===== src/rtl/mfp_pmod_spi_sample_scheduler.sv =====
// mfp_pmod_spi_sample_scheduler
//   Periodic sampler for up to four PMOD serial ADC sensors sharing one SCK.
//   Every SAMPLE_PERIOD clocks (while enable=1) a round is requested. A round
//   frames channel 0..CHANNELS-1 in turn. Each frame is SETUP (SCK high, CS low),
//   FRAME_BITS SCK periods (low half then high half, MSB first), and HOLD
//   (all CS high). On completion of a frame the channel's value register is
//   loaded and its valid bit pulses.
//
//   Optional feature macro: MFP_SPI_SCHED_TRIGGER_EN
//     When defined, a `trigger` input requests a round like a timer tick, and a
//     triggered round starts even with enable=0.
//
//   Output handshake: valid[c] is a single-cycle strobe with no ready. value
//   for channel c changes only on the cycle valid[c] is high and holds the
//   whole frame word until the next strobe, so a reader may sample the
//   register at any time without seeing a partial frame.
module mfp_pmod_spi_sample_scheduler #(
  parameter int CHANNELS      = 2,
  parameter int FRAME_BITS    = 16,
  parameter int SCK_DIV       = 4,
  parameter int SAMPLE_PERIOD = 100000
) (
  input  logic                           clock,
  input  logic                           reset,
  input  logic                           enable,
`ifdef MFP_SPI_SCHED_TRIGGER_EN
  input  logic                           trigger,
`endif
  output logic [CHANNELS-1:0]            spi_cs_n,
  output logic                           spi_sck,
  input  logic [CHANNELS-1:0]            spi_sdo,
  output logic [CHANNELS*FRAME_BITS-1:0] value,
  output logic [CHANNELS-1:0]            valid,
  output logic                           busy,
  output logic                           overrun
);

  // Counter widths sized from the parameters.
  localparam int TIMER_W = (SAMPLE_PERIOD > 1) ? $clog2(SAMPLE_PERIOD) : 1;
  localparam int CNT_W   = $clog2(2 * SCK_DIV);
  localparam int BIT_W   = (FRAME_BITS > 1) ? $clog2(FRAME_BITS) : 1;
  localparam int CH_W    = (CHANNELS > 1) ? $clog2(CHANNELS) : 1;

  localparam logic [TIMER_W-1:0] TIMER_LAST  = TIMER_W'(SAMPLE_PERIOD - 1);
  localparam logic [CNT_W-1:0]   HALF_LAST   = CNT_W'(SCK_DIV - 1);
  localparam logic [CNT_W-1:0]   HALF        = CNT_W'(SCK_DIV);
  localparam logic [CNT_W-1:0]   PERIOD_LAST = CNT_W'(2 * SCK_DIV - 1);
  localparam logic [BIT_W-1:0]   BIT_LAST    = BIT_W'(FRAME_BITS - 1);
  localparam logic [CH_W-1:0]    CH_LAST     = CH_W'(CHANNELS - 1);

  typedef enum logic [1:0] {
    IDLE  = 2'd0,
    SETUP = 2'd1,
    SHIFT = 2'd2,
    HOLD  = 2'd3
  } state_t;

  state_t                  state;
  state_t                  state_d;
  logic [TIMER_W-1:0]      timer;
  logic                    tick;
  logic                    req;
  logic                    pending;
  logic                    start_ok;
  logic                    start;
  logic [CH_W-1:0]         ch;
  logic [CH_W-1:0]         ch_d;
  logic [BIT_W-1:0]        bit_cnt;
  logic [BIT_W-1:0]        bit_d;
  logic [CNT_W-1:0]        cnt;
  logic [CNT_W-1:0]        cnt_d;
  logic                    sample;
  logic                    frame_done;
  logic                    sdo_bit;
  logic [FRAME_BITS-1:0]   shift_reg;
  logic [CHANNELS-1:0]     cs_n_d;
  logic                    sck_d;

  // Wrap point of the period timer; no ticks while disabled.
  assign tick = enable && (timer == TIMER_LAST);

`ifdef MFP_SPI_SCHED_TRIGGER_EN
  // Remembers that the pending request came from trigger so it may start
  // while enable is low.
  logic pend_trig;

  assign req      = tick | trigger;
  assign start_ok = enable | pend_trig;

  // Trigger-origin flag: set by trigger, consumed when a round starts.
  always_ff @(posedge clock or posedge reset) begin
    if (reset) begin
      pend_trig <= 1'b0;
    end else begin
      pend_trig <= trigger | (pend_trig & ~start);
    end
  end
`else
  assign req      = tick;
  assign start_ok = enable;
`endif

  assign start = (state == IDLE) && pending && start_ok;

  // Period timer: counts while enabled, parks at zero when disabled.
  always_ff @(posedge clock or posedge reset) begin
    if (reset) begin
      timer <= '0;
    end else if (!enable || tick) begin
      timer <= '0;
    end else begin
      timer <= timer + 1'b1;
    end
  end

  // Single-entry request flag; a request landing on an occupied flag is
  // reported as overrun and dropped. A request arriving on the very cycle a
  // round starts becomes the next pending request.
  always_ff @(posedge clock or posedge reset) begin
    if (reset) begin
      pending <= 1'b0;
      overrun <= 1'b0;
    end else begin
      pending <= req | (pending & ~start);
      overrun <= req & pending & ~start;
    end
  end

  // FSM state and frame counters.
  always_ff @(posedge clock or posedge reset) begin
    if (reset) begin
      state   <= IDLE;
      ch      <= '0;
      bit_cnt <= '0;
      cnt     <= '0;
    end else begin
      state   <= state_d;
      ch      <= ch_d;
      bit_cnt <= bit_d;
      cnt     <= cnt_d;
    end
  end

  // Next-state logic. cnt walks one SCK half in SETUP/HOLD and one full SCK
  // period in SHIFT (low half at 0..SCK_DIV-1, high half above).
  always_comb begin
    state_d    = state;
    ch_d       = ch;
    bit_d      = bit_cnt;
    cnt_d      = cnt;
    sample     = 1'b0;
    frame_done = 1'b0;
    case (state)
      IDLE: begin
        if (start) begin
          state_d = SETUP;
          ch_d    = '0;
          cnt_d   = '0;
        end
      end
      SETUP: begin
        if (cnt == HALF_LAST) begin
          state_d = SHIFT;
          cnt_d   = '0;
          bit_d   = '0;
        end else begin
          cnt_d = cnt + 1'b1;
        end
      end
      SHIFT: begin
        // First cycle of the high half is the cycle SCK rises.
        sample = (cnt == HALF);
        if (cnt == PERIOD_LAST) begin
          cnt_d = '0;
          if (bit_cnt == BIT_LAST) begin
            state_d    = HOLD;
            frame_done = 1'b1;
          end else begin
            bit_d = bit_cnt + 1'b1;
          end
        end else begin
          cnt_d = cnt + 1'b1;
        end
      end
      HOLD: begin
        if (cnt == HALF_LAST) begin
          cnt_d = '0;
          if (ch == CH_LAST) begin
            state_d = IDLE;
          end else begin
            state_d = SETUP;
            ch_d    = ch + 1'b1;
          end
        end else begin
          cnt_d = cnt + 1'b1;
        end
      end
      default: begin
        state_d = IDLE;
      end
    endcase
  end

  // Pin decode from the next state so CS and SCK come straight from flops.
  always_comb begin
    cs_n_d = '1;
    for (int c = 0; c < CHANNELS; c++) begin
      if ((state_d == SETUP || state_d == SHIFT) && ch_d == CH_W'(c)) begin
        cs_n_d[c] = 1'b0;
      end
    end
    sck_d = !(state_d == SHIFT && cnt_d < HALF);
  end

  // Select the SDO line of the channel being framed.
  always_comb begin
    sdo_bit = 1'b0;
    for (int c = 0; c < CHANNELS; c++) begin
      if (ch == CH_W'(c)) begin
        sdo_bit = spi_sdo[c];
      end
    end
  end

  // Registered pin drivers and round-in-progress flag.
  always_ff @(posedge clock or posedge reset) begin
    if (reset) begin
      spi_cs_n <= '1;
      spi_sck  <= 1'b1;
      busy     <= 1'b0;
    end else begin
      spi_cs_n <= cs_n_d;
      spi_sck  <= sck_d;
      busy     <= (state_d != IDLE);
    end
  end

  // Frame shift register, MSB arrives first.
  always_ff @(posedge clock or posedge reset) begin
    if (reset) begin
      shift_reg <= '0;
    end else if (sample) begin
      shift_reg <= {shift_reg[FRAME_BITS-2:0], sdo_bit};
    end
  end

  // Whole-frame update of the channel value register plus its strobe.
  always_ff @(posedge clock or posedge reset) begin
    if (reset) begin
      value <= '0;
      valid <= '0;
    end else begin
      for (int c = 0; c < CHANNELS; c++) begin
        valid[c] <= frame_done && (ch == CH_W'(c));
        if (frame_done && ch == CH_W'(c)) begin
          value[c*FRAME_BITS +: FRAME_BITS] <= shift_reg;
        end
      end
    end
  end

endmodule


===== config.mk =====
export PLATFORM = sky130hd
export DESIGN_NAME = mfp_pmod_spi_sample_scheduler
export DESIGN_NICKNAME = d
export VERILOG_FILES = /design/src/rtl/mfp_pmod_spi_sample_scheduler.sv
export SDC_FILE = /design/constraint.sdc
export NUM_CORES = 1
export LEC_CHECK = 0
export CORE_ASPECT_RATIO = 0.5
export CORE_MARGIN = 5
export CORE_UTILIZATION = 35
export DETAILED_ROUTE_END_ITERATION = 16
export PLACE_DENSITY = 0.53
export SYNTH_ARGS = -nofsm -noshare
export SYNTH_HDL_FRONTEND = slang
export SYNTH_SLANG_ARGS = --single-unit

===== constraint.sdc =====
create_clock -name clock -period 3.8 [get_ports clock]
set_clock_uncertainty 0.2 [all_clocks]
set_input_delay 0.57 -clock clock [delete_from_list [all_inputs] [get_ports clock]]
set_output_delay 0.57 -clock clock [all_outputs]
set_load 0.01 [all_outputs]

==> impl_metrics.csv, run 1 <==
group,metric,value,unit
cts,cts_buffer_depth,2,
cells_and_area,diodes,0,
floorplanning,coreArea,10150,um^2
logic_synthesis,syn_nets,310,
drt,wire_per_inst,14.05,um
logic_synthesis,ys_seq_area_share,57.52,%
critical_path,regToRegSetupSlack,1.23,ns
critical_path,crit_path_start,"state[0]",
logic_synthesis,postSynthCellCount,291,
critical_path,critPathArrivalTime,2.59,ns
cells_and_area,num-nets-final,361,
floorplanning,die_width,153.8,um
sta,worst_pin_slew,0.8181,ns
logic_synthesis,synth_area_per_cell,12.43,um^2
cts,cts_resized,0,
cts,clk_pin_slew,0.06,ns
grt,busiest_layer,"met2",
sta,relSlewSlack,45.31,%
power_and_ir_drop,powerDensity,495.2,nW/um^2
grt,antenna_found_initial,0,
cells_and_area,largest_reg_flops,32,
cts,htree_levels,3,
cells_and_area,drive_above_1_share,12.97,%
cts,post_cts_buffers,0,
floorplanning,die_y,81.89,um
grt,track_usage,11.84,%
grt,use_met3,4.263,%
drt,drtAntennaViolNets,0,
worst_hold_path,holdCritPathClass,"reg2reg",
grt,grt_max_degree,42,
cts,cts_buffers,9,
drt,routed_wl,6.840,mm
power_and_ir_drop,p_total,2244,uW
floorplanning,io_pins,44,
critical_path,worstSetupStartpointType,"flop",
floorplanning,row_count,26,
drt,drt-initial-drc-count,90,
status,status,"finished, final reports clean",
sta,fmax,388.7,MHz
critical_path,path_max_fanout,17,
job,drv_cap,0,
worst_hold_path,whs_path_depth,1,
cells_and_area,final_common_cell,"dfrtp_1",
cts,cts-root-buf,"clkbuf_16",
logic_synthesis,synth-seq-cells,83,
floorplanning,start_util,35.64,%
critical_path,worst-r2r-cell-count,5,
power_and_ir_drop,leakage,0.002107,uW
logic_synthesis,synth_cell_types,41,
cells_and_area,finish.utilization,44.65,%
critical_path,r2r-start,"state[0]",
grt,met2_usage,20.26,%
floorplanning,dieArea,12590,um^2
grt,gr-total-overflow,0,
critical_path,crit_type,"reg2reg",
grt,grt_pass1_vias,2406,
logic_synthesis,syn_area,3617,um^2
sta,hold_viol_final,0,
sta,rsz0062_at_grt,"no",
sta,drv_slew,0,
cells_and_area,area_growth_syn_to_layout,25.29,%
cts,cts_sinks,83,
sta,fin_crit_sh,67.71,%
sta,tns,0,ns
placement,gp_congestion,0.8411,
placement,numPortBuffers,43,
sta,setup_violations,0,
cells_and_area,final_cell_mix,"dfrtp_1, clkdlybuf4s50_1, mux2_1, nor2_1, mux2_2",
critical_path,required,3.81,ns
power_and_ir_drop,ir_drop,0.0002056,V
drt,drc,0,
placement,place_inst,471,
cts,ctsHoldBuffers,0,
drt,vias_per_cell,4.815,
sta,layout_min_cycle_time,2.573,ns
drt,vias,2345,
critical_path,cp-endpoint,"value[18]",
placement,dp_hpwl,4.765,mm
logic_synthesis,ys_warn_count,0,
drt,firstDrtPassIters,4,
cells_and_area,instances_no_fill,487,
critical_path,cp-end-kind,"flop",
grt,use_met1,13.64,%
cts,clkLatencyLatePin,0.33,ns
critical_path,reg2reg_to,"value[18]",
cts,tritoncts,"built",
grt,grt_pass1_wl,11.70,mm
-- area by class of cell --
cell class                      instances  area [um^2]
Fill cell                             949         5618
Sequential cell                        83         2081
Multi-Input combinational cell        185         1443
Timing Repair Buffer                   47        460.4
Clock buffer                           10        239.0
Tap cell                              140        175.2
Clock inverter                          6        72.57
Inverter                               16        61.31
-- kinds of logic after synthesis --
logic type / synth area share (%)
AND/OR/NAND/NOR: 11.76
flip-flops: 57.52
multiplexers: 15.50
AO/OA/AOI/OAI: 4.151
buffers and inverters: 2.594
XOR/XNOR: 3.632
adder cells (fa/ha/maj): 4.843
-- routing by layer --
layer  share of wire (%)  wire [um]
met3                 4.6        315
met4                 2.2        153
met5                   0          0
met1                  44       2989
met2                  49       3381
-- Yosys cell counts --
master	n	share of area [%]
o41a_1	1	0.31
o21ai_2	1	0.24
and3_1	2	0.35
nor3_1	5	0.69
or4_1	2	0.41
dfrtp_1	80	55
xnor2_1	11	2.7
nand2_1	15	1.6
mux2_1	32	10
o41ai_1	1	0.24
inv_2	1	0.10
ha_1	14	4.8
o211a_2	1	0.28
nand3b_1	1	0.21
a21oi_1	7	0.97
nand2b_1	6	1.0
nor4b_1	1	0.24
buf_4	1	0.21
dfstp_2	3	2.2
o21ai_0	5	0.69
nor4_1	5	0.86
o21ai_1	2	0.28
inv_1	15	1.6
clkbuf_1	3	0.31
mux2i_1	2	0.55
or3_1	2	0.35
mux2_2	16	5.0
a31o_2	1	0.24
and4_1	1	0.24
a22o_1	1	0.24
nor3b_2	1	0.35
a211oi_1	1	0.21
o21a_1	1	0.21
nor2_1	20	2.1
nand4b_1	1	0.24
nand4_1	6	1.0
nor2b_1	1	0.17
nand3_1	14	1.9
a41oi_1	1	0.24
buf_2	3	0.41
xor2_1	4	0.97
-- worst max-delay path: stages, from the launching register on --
cell	delay (ns)
dfrtp_1	0.40
inv_1	0.14
ha_1	0.44
and3_1	0.30
nand2_1	0.46
mux2_1	0.50
-- per-stage QoR --
step / area, um^2 / hold slack, ns / worst slack [ns]
6_report: 4532 / 0.2868 / 1.227
5_1_grt: 4532 / 0.3164 / 0.9788
3_5_place_dp: 4220 / 0.2766 / 1.158
2_1_floorplan: 3617 / 0.2572 / 0.8982
3_3_place_gp: 4220 / 0.2686 / 1.288
4_1_cts: 4532 / 0.2913 / 1.134
-- worst min-delay path by stage --
stage                to     start  slack (ns)
2_1_floorplan   pending   pending        0.26
3_5_place_dp   value[5]  value[5]        0.28
5_1_grt        value[0]  value[0]        0.32
4_1_cts        value[5]  value[5]        0.29
6_report       value[7]  value[7]        0.29
3_3_place_gp   value[8]  value[8]        0.27
-- power by group --
group          total [uW]  internal [uW]  switching, uW
clock                 897            534            363
combinational         374            161            213
sequential            973            937           36.3
No activity file was read; power rests on OpenSTA's default activity.
==> run 2, diff against run 1 <==
- PLACE_DENSITY: 0.53 -> 0.55
- clock period: 3.8 -> 2.15 ns (I/O delays scaled with it)
==> impl_metrics.csv, run 2 (same netlist as run 1, synthesis figures left out) <==
group,metric,value,unit
sta,rsz0062_at_grt,"yes",
sta,fin_crit_sh,99.72,%
cts,cts_buffer_depth,2,
critical_path,required,2.21,ns
sta,layout_min_cycle_time,2.144,ns
job,drv_cap,0,
floorplanning,row_count,26,
cts,cts_buffers,9,
cells_and_area,final_common_cell,"dfrtp_1",
power_and_ir_drop,pwr-share-clk,38.7,%
cts,clk_pin_slew,0.06,ns
floorplanning,dieArea,12590,um^2
drt,drt-initial-drc-count,84,
cts,htree_levels,3,
cts,cts_sinks,83,
grt,antenna_found_initial,0,
placement,placed_area,4493,um^2
power_and_ir_drop,ir_drop,0.0004552,V
critical_path,path_max_fanout,2,
cells_and_area,diodes,0,
sta,drv_slew,0,
grt,track_usage,12.44,%
cells_and_area,fillers,924,
grt,grt_max_degree,40,
sta,worst_pin_slew,0.5159,ns
floorplanning,die_width,153.8,um
sta,relSlewSlack,65.53,%
critical_path,cp-end-kind,"flop",
grt,gr-total-overflow,0,
sta,setup_violations,0,
grt,use_met1,14.10,%
critical_path,regToRegSetupSlack,0.006,ns
power_and_ir_drop,p_total,4416,uW
sta,fmax,466.4,MHz
drt,vias,2448,
sta,hold_viol_final,0,
status,status,"finished, final reports clean",
cells_and_area,largest_reg_flops,32,
placement,gp_congestion,0.7922,
critical_path,crit_type,"reg2reg",
drt,vias_per_cell,4.708,
floorplanning,io_pins,44,
drt,drc,0,
placement,numPortBuffers,43,
grt,met2_usage,22.23,%
placement,dp_hpwl,5.228,mm
drt,wire_per_inst,14.36,um
worst_hold_path,holdCritPathClass,"in2async",
floorplanning,start_util,35.64,%
power_and_ir_drop,leakage,0.002312,uW
grt,grt_pass1_vias,2568,
power_and_ir_drop,internal_power,3210,uW
drt,firstDrtPassIters,4,
critical_path,worstSetupStartpointType,"flop",
cells_and_area,drive_above_1_share,25.00,%
cts,cts-root-buf,"clkbuf_16",
drt,drtAntennaViolNets,0,
power_and_ir_drop,power_switching,1206,uW
grt,busiest_layer,"met2",
grt,use_met3,4.421,%
cells_and_area,design_area,4964,um^2
drt,routed_wl,7.467,mm
cts,clkLatencyLatePin,0.34,ns
floorplanning,die_y,81.89,um
cells_and_area,area_growth_syn_to_layout,37.22,%
grt,grt_pass1_wl,12.34,mm
critical_path,critPathArrivalTime,2.21,ns
cells_and_area,final_cell_mix,"dfrtp_1, clkdlybuf4s50_1, mux2_1, buf_4, nor2_1",
cts,tritoncts,"built",
floorplanning,coreArea,10150,um^2
cells_and_area,finish.utilization,48.90,%
cells_and_area,num-nets-final,394,
cts,ctsHoldBuffers,0,
power_and_ir_drop,pwr-share-seq,39.2,%
power_and_ir_drop,p_sw_share,27.31,%
power_and_ir_drop,comb_power_share,22.1,%
power_and_ir_drop,powerDensity,889.7,nW/um^2
run 2: changes by cell type in the layout (fill, tap and decap cells not counted), moves of 3 or more:
cell | previous run | this run
ha_1 | 14 | 11
buf_12 | 0 | 4
buf_4 | 4 | 30
ha_4 | 0 | 3
run 2: power groups by stage:
stage	sequential [uW]	clock (uW)	combinational (uW)
after floorplan	1750	0	463
after global placement	1740	0	845
after detailed placement	1740	0	873
after CTS	1720	1750	895
after global routing	1740	1830	1090
final	1730	1710	976
run 2: final timing paths:
path | start | endpoint | cells past startpoint
worst max register to register | timer[13] | overrun | 4
min in group clock | value[9] | value[9] | 1
max in group asynchronous | reset | shift_reg[1] | 3
worst max-delay path | timer[13] | overrun | 4
worst min-delay path | reset | value[18] | 2
worst min register to register | value[9] | value[9] | 1
run 2: area by class of cell:
| type | instances | area [um^2] | area share, % |
|---|---|---|---|
| Clock inverter | 6 | 96.34 | 1.941 |
| Tap cell | 140 | 175.2 | 3.529 |
| Clock buffer | 10 | 239.0 | 4.815 |
| Multi-Input combinational cell | 185 | 1541 | 31.06 |
| Inverter | 16 | 63.81 | 1.286 |
| Sequential cell | 83 | 2082 | 41.95 |
| Timing Repair Buffer | 80 | 765.7 | 15.43 |
run 2: layer usage:
layer	wire [um]	up-vias
met5	0	-
met4	100	0
met3	289	7
met2	3835	37
met1	3242	1214
li1	-	1190
run 2: timing repair:
action,CTS,global route
gates resized for setup,3,22
buffers inserted,1,2
pin swaps,2,7
gates cloned,0,1
setup endpoints to repair,14,45
run 2: worst max-delay path, cell delays in order (launching register included):
cell     delay [ns]
dfrtp_1        0.38
or4_4          0.53
or4_4          0.43
or3_4          0.35
nor3b_2        0.17
run 2: per-stage QoR:
step                setup TNS, ns  setup slack (ns)  hold WS, ns  cells
floorplan                 -0.1377          -0.03256       0.2442    291
CTS                      -0.03072          -0.02957       0.1859    517
finish                          0          0.006071       0.1758    520
global route             -0.08882          -0.06252       0.2147    520
global placement          -0.1089          -0.05781       0.2669    500
detailed placement        -0.3263           -0.1168       0.2751    500
==> run 3, diff against run 2 <==
- CTS_BUF_LIST: not set -> sky130_fd_sc_hd__clkbuf_8
==> impl_metrics.csv, run 3 (same netlist as run 1, synthesis figures left out) <==
group,metric,value,unit
power_and_ir_drop,ir_drop,0.0004225,V
placement,numPortBuffers,43,
cts,clk_pin_slew,0.09,ns
sta,fin_crit_sh,99.49,%
cells_and_area,final_common_cell,"dfrtp_1",
power_and_ir_drop,powerDensity,827.9,nW/um^2
cells_and_area,area_growth_syn_to_layout,34.24,%
grt,grt_max_degree,40,
grt,antenna_found_initial,0,
cells_and_area,fillers,939,
cells_and_area,num-nets-final,393,
sta,relSlewSlack,65.54,%
drt,routed_wl,7.404,mm
drt,vias,2435,
drt,wire_per_inst,14.27,um
drt,drtAntennaViolNets,0,
cts,cts-root-buf,"clkbuf_8",
drt,vias_per_cell,4.692,
sta,setup_violations,0,
placement,dp_slack,-0.1168,ns
placement,dp_hpwl,5.228,mm
cts,clkLatencyLatePin,0.35,ns
critical_path,path_max_fanout,2,
cells_and_area,drive_above_1_share,25.07,%
grt,gr-total-overflow,0,
sta,drv_slew,0,
cts,htree_levels,3,
power_and_ir_drop,leakage,0.002263,uW
sta,layout_min_cycle_time,2.139,ns
critical_path,cp-end-kind,"flop",
floorplanning,die_width,153.8,um
sta,rsz0062_at_grt,"yes",
cts,tritoncts,"built",
critical_path,critPathArrivalTime,2.22,ns
sta,worst_pin_slew,0.5158,ns
critical_path,worstSetupStartpointType,"flop",
cells_and_area,diodes,0,
floorplanning,dieArea,12590,um^2
cells_and_area,finish.utilization,47.84,%
cells_and_area,seqCellArea,2082,um^2
floorplanning,row_count,26,
cells_and_area,final_cell_mix,"dfrtp_1, clkdlybuf4s50_1, mux2_1, buf_4, nor2_1",
floorplanning,start_util,35.64,%
grt,track_usage,12.31,%
floorplanning,io_pins,44,
cts,cts_buffers,9,
cells_and_area,multiInputGateArea,1543,um^2
cts,cts_buffer_depth,2,
sta,tns,0,ns
cts,cts_sinks,83,
critical_path,required,2.23,ns
critical_path,crit_type,"reg2reg",
sta,fin_ws,0.01106,ns
floorplanning,die_y,81.89,um
sta,hold_viol_final,0,
cells_and_area,largest_reg_flops,32,
job,drv_cap,0,
drt,drc,0,
drt,firstDrtPassIters,4,
grt,grt_pass1_wl,12.21,mm
status,status,"finished, final reports clean",
drt,drt-initial-drc-count,113,
floorplanning,coreArea,10150,um^2
grt,grt_pass1_vias,2532,
sta,fmax,467.5,MHz
cts,ctsHoldBuffers,0,
worst_hold_path,holdCritPathClass,"in2async",
placement,gp_congestion,0.7922,
[run 3: changes by cell type in the layout (fill, tap and decap cells not counted), sizes merged]
cell / delta
clkbuf: -1
[run 3: final timing paths]
path / from / end / slack, ns / depth (start not counted)
worst max register to register: timer[13] / overrun / 0.01 / 4
worst min register to register: value[9] / value[9] / 0.29 / 1
min in group clock: value[9] / value[9] / 0.29 / 1
worst max-delay path: timer[13] / overrun / 0.01 / 4
worst min-delay path: reset / value[18] / 0.15 / 2
max in group asynchronous: reset / shift_reg[1] / 1.05 / 3
[run 3: worst max-delay path, cell delays in order, from the launching register on]
cell,delay [ns]
dfrtp_1,0.39
or4_4,0.53
or4_4,0.43
or3_4,0.35
nor3b_2,0.17
[run 3: stage by stage]
step / hold WS (ns) / power (uW) / cell area, um^2 / cells
finish: 0.1504 / 4020 / 4856 / 519
CTS: 0.1457 / 3949 / 4755 / 517
floorplan: 0.2442 / 2213 / 3630 / 291
detailed placement: 0.2751 / 2618 / 4493 / 500
global route: 0.1714 / 4254 / 4856 / 519
global placement: 0.2669 / 2582 / 4493 / 500
[run 3: layer usage]
metal	wire length [um]	track usage, %
met1	3257	14.00
met4	89	4.670
met2	3771	21.75
met3	285	4.421
met5	0	0
[run 3: final cells by class]
| class | count | area share [%] |
|---|---|---|
| sequential | 83 | 42.88 |
| tap | 140 | 3.607 |
| clock buffer | 10 | 2.834 |
| multi-input combinational | 185 | 31.77 |
| inverter | 16 | 1.314 |
| clock inverter | 6 | 1.984 |
| timing repair buffer | 79 | 15.61 |
[run 3: power breakdown]
part	internal [uW]	leakage [uW]	switching (uW)	total [uW]
registers	1650	0.00113	71.8	1730
clock network	700	0.000115	594	1290
logic	499	0.00101	501	1000
total	2850	0.00226	1170	4020
[run 3: repair_timing]
action | in CTS | in global routing
setup buffers | 1 | 2
pin swaps | 2 | 7
gates resized for setup | 4 | 20
endpoints found under the setup margin | 4 | 50
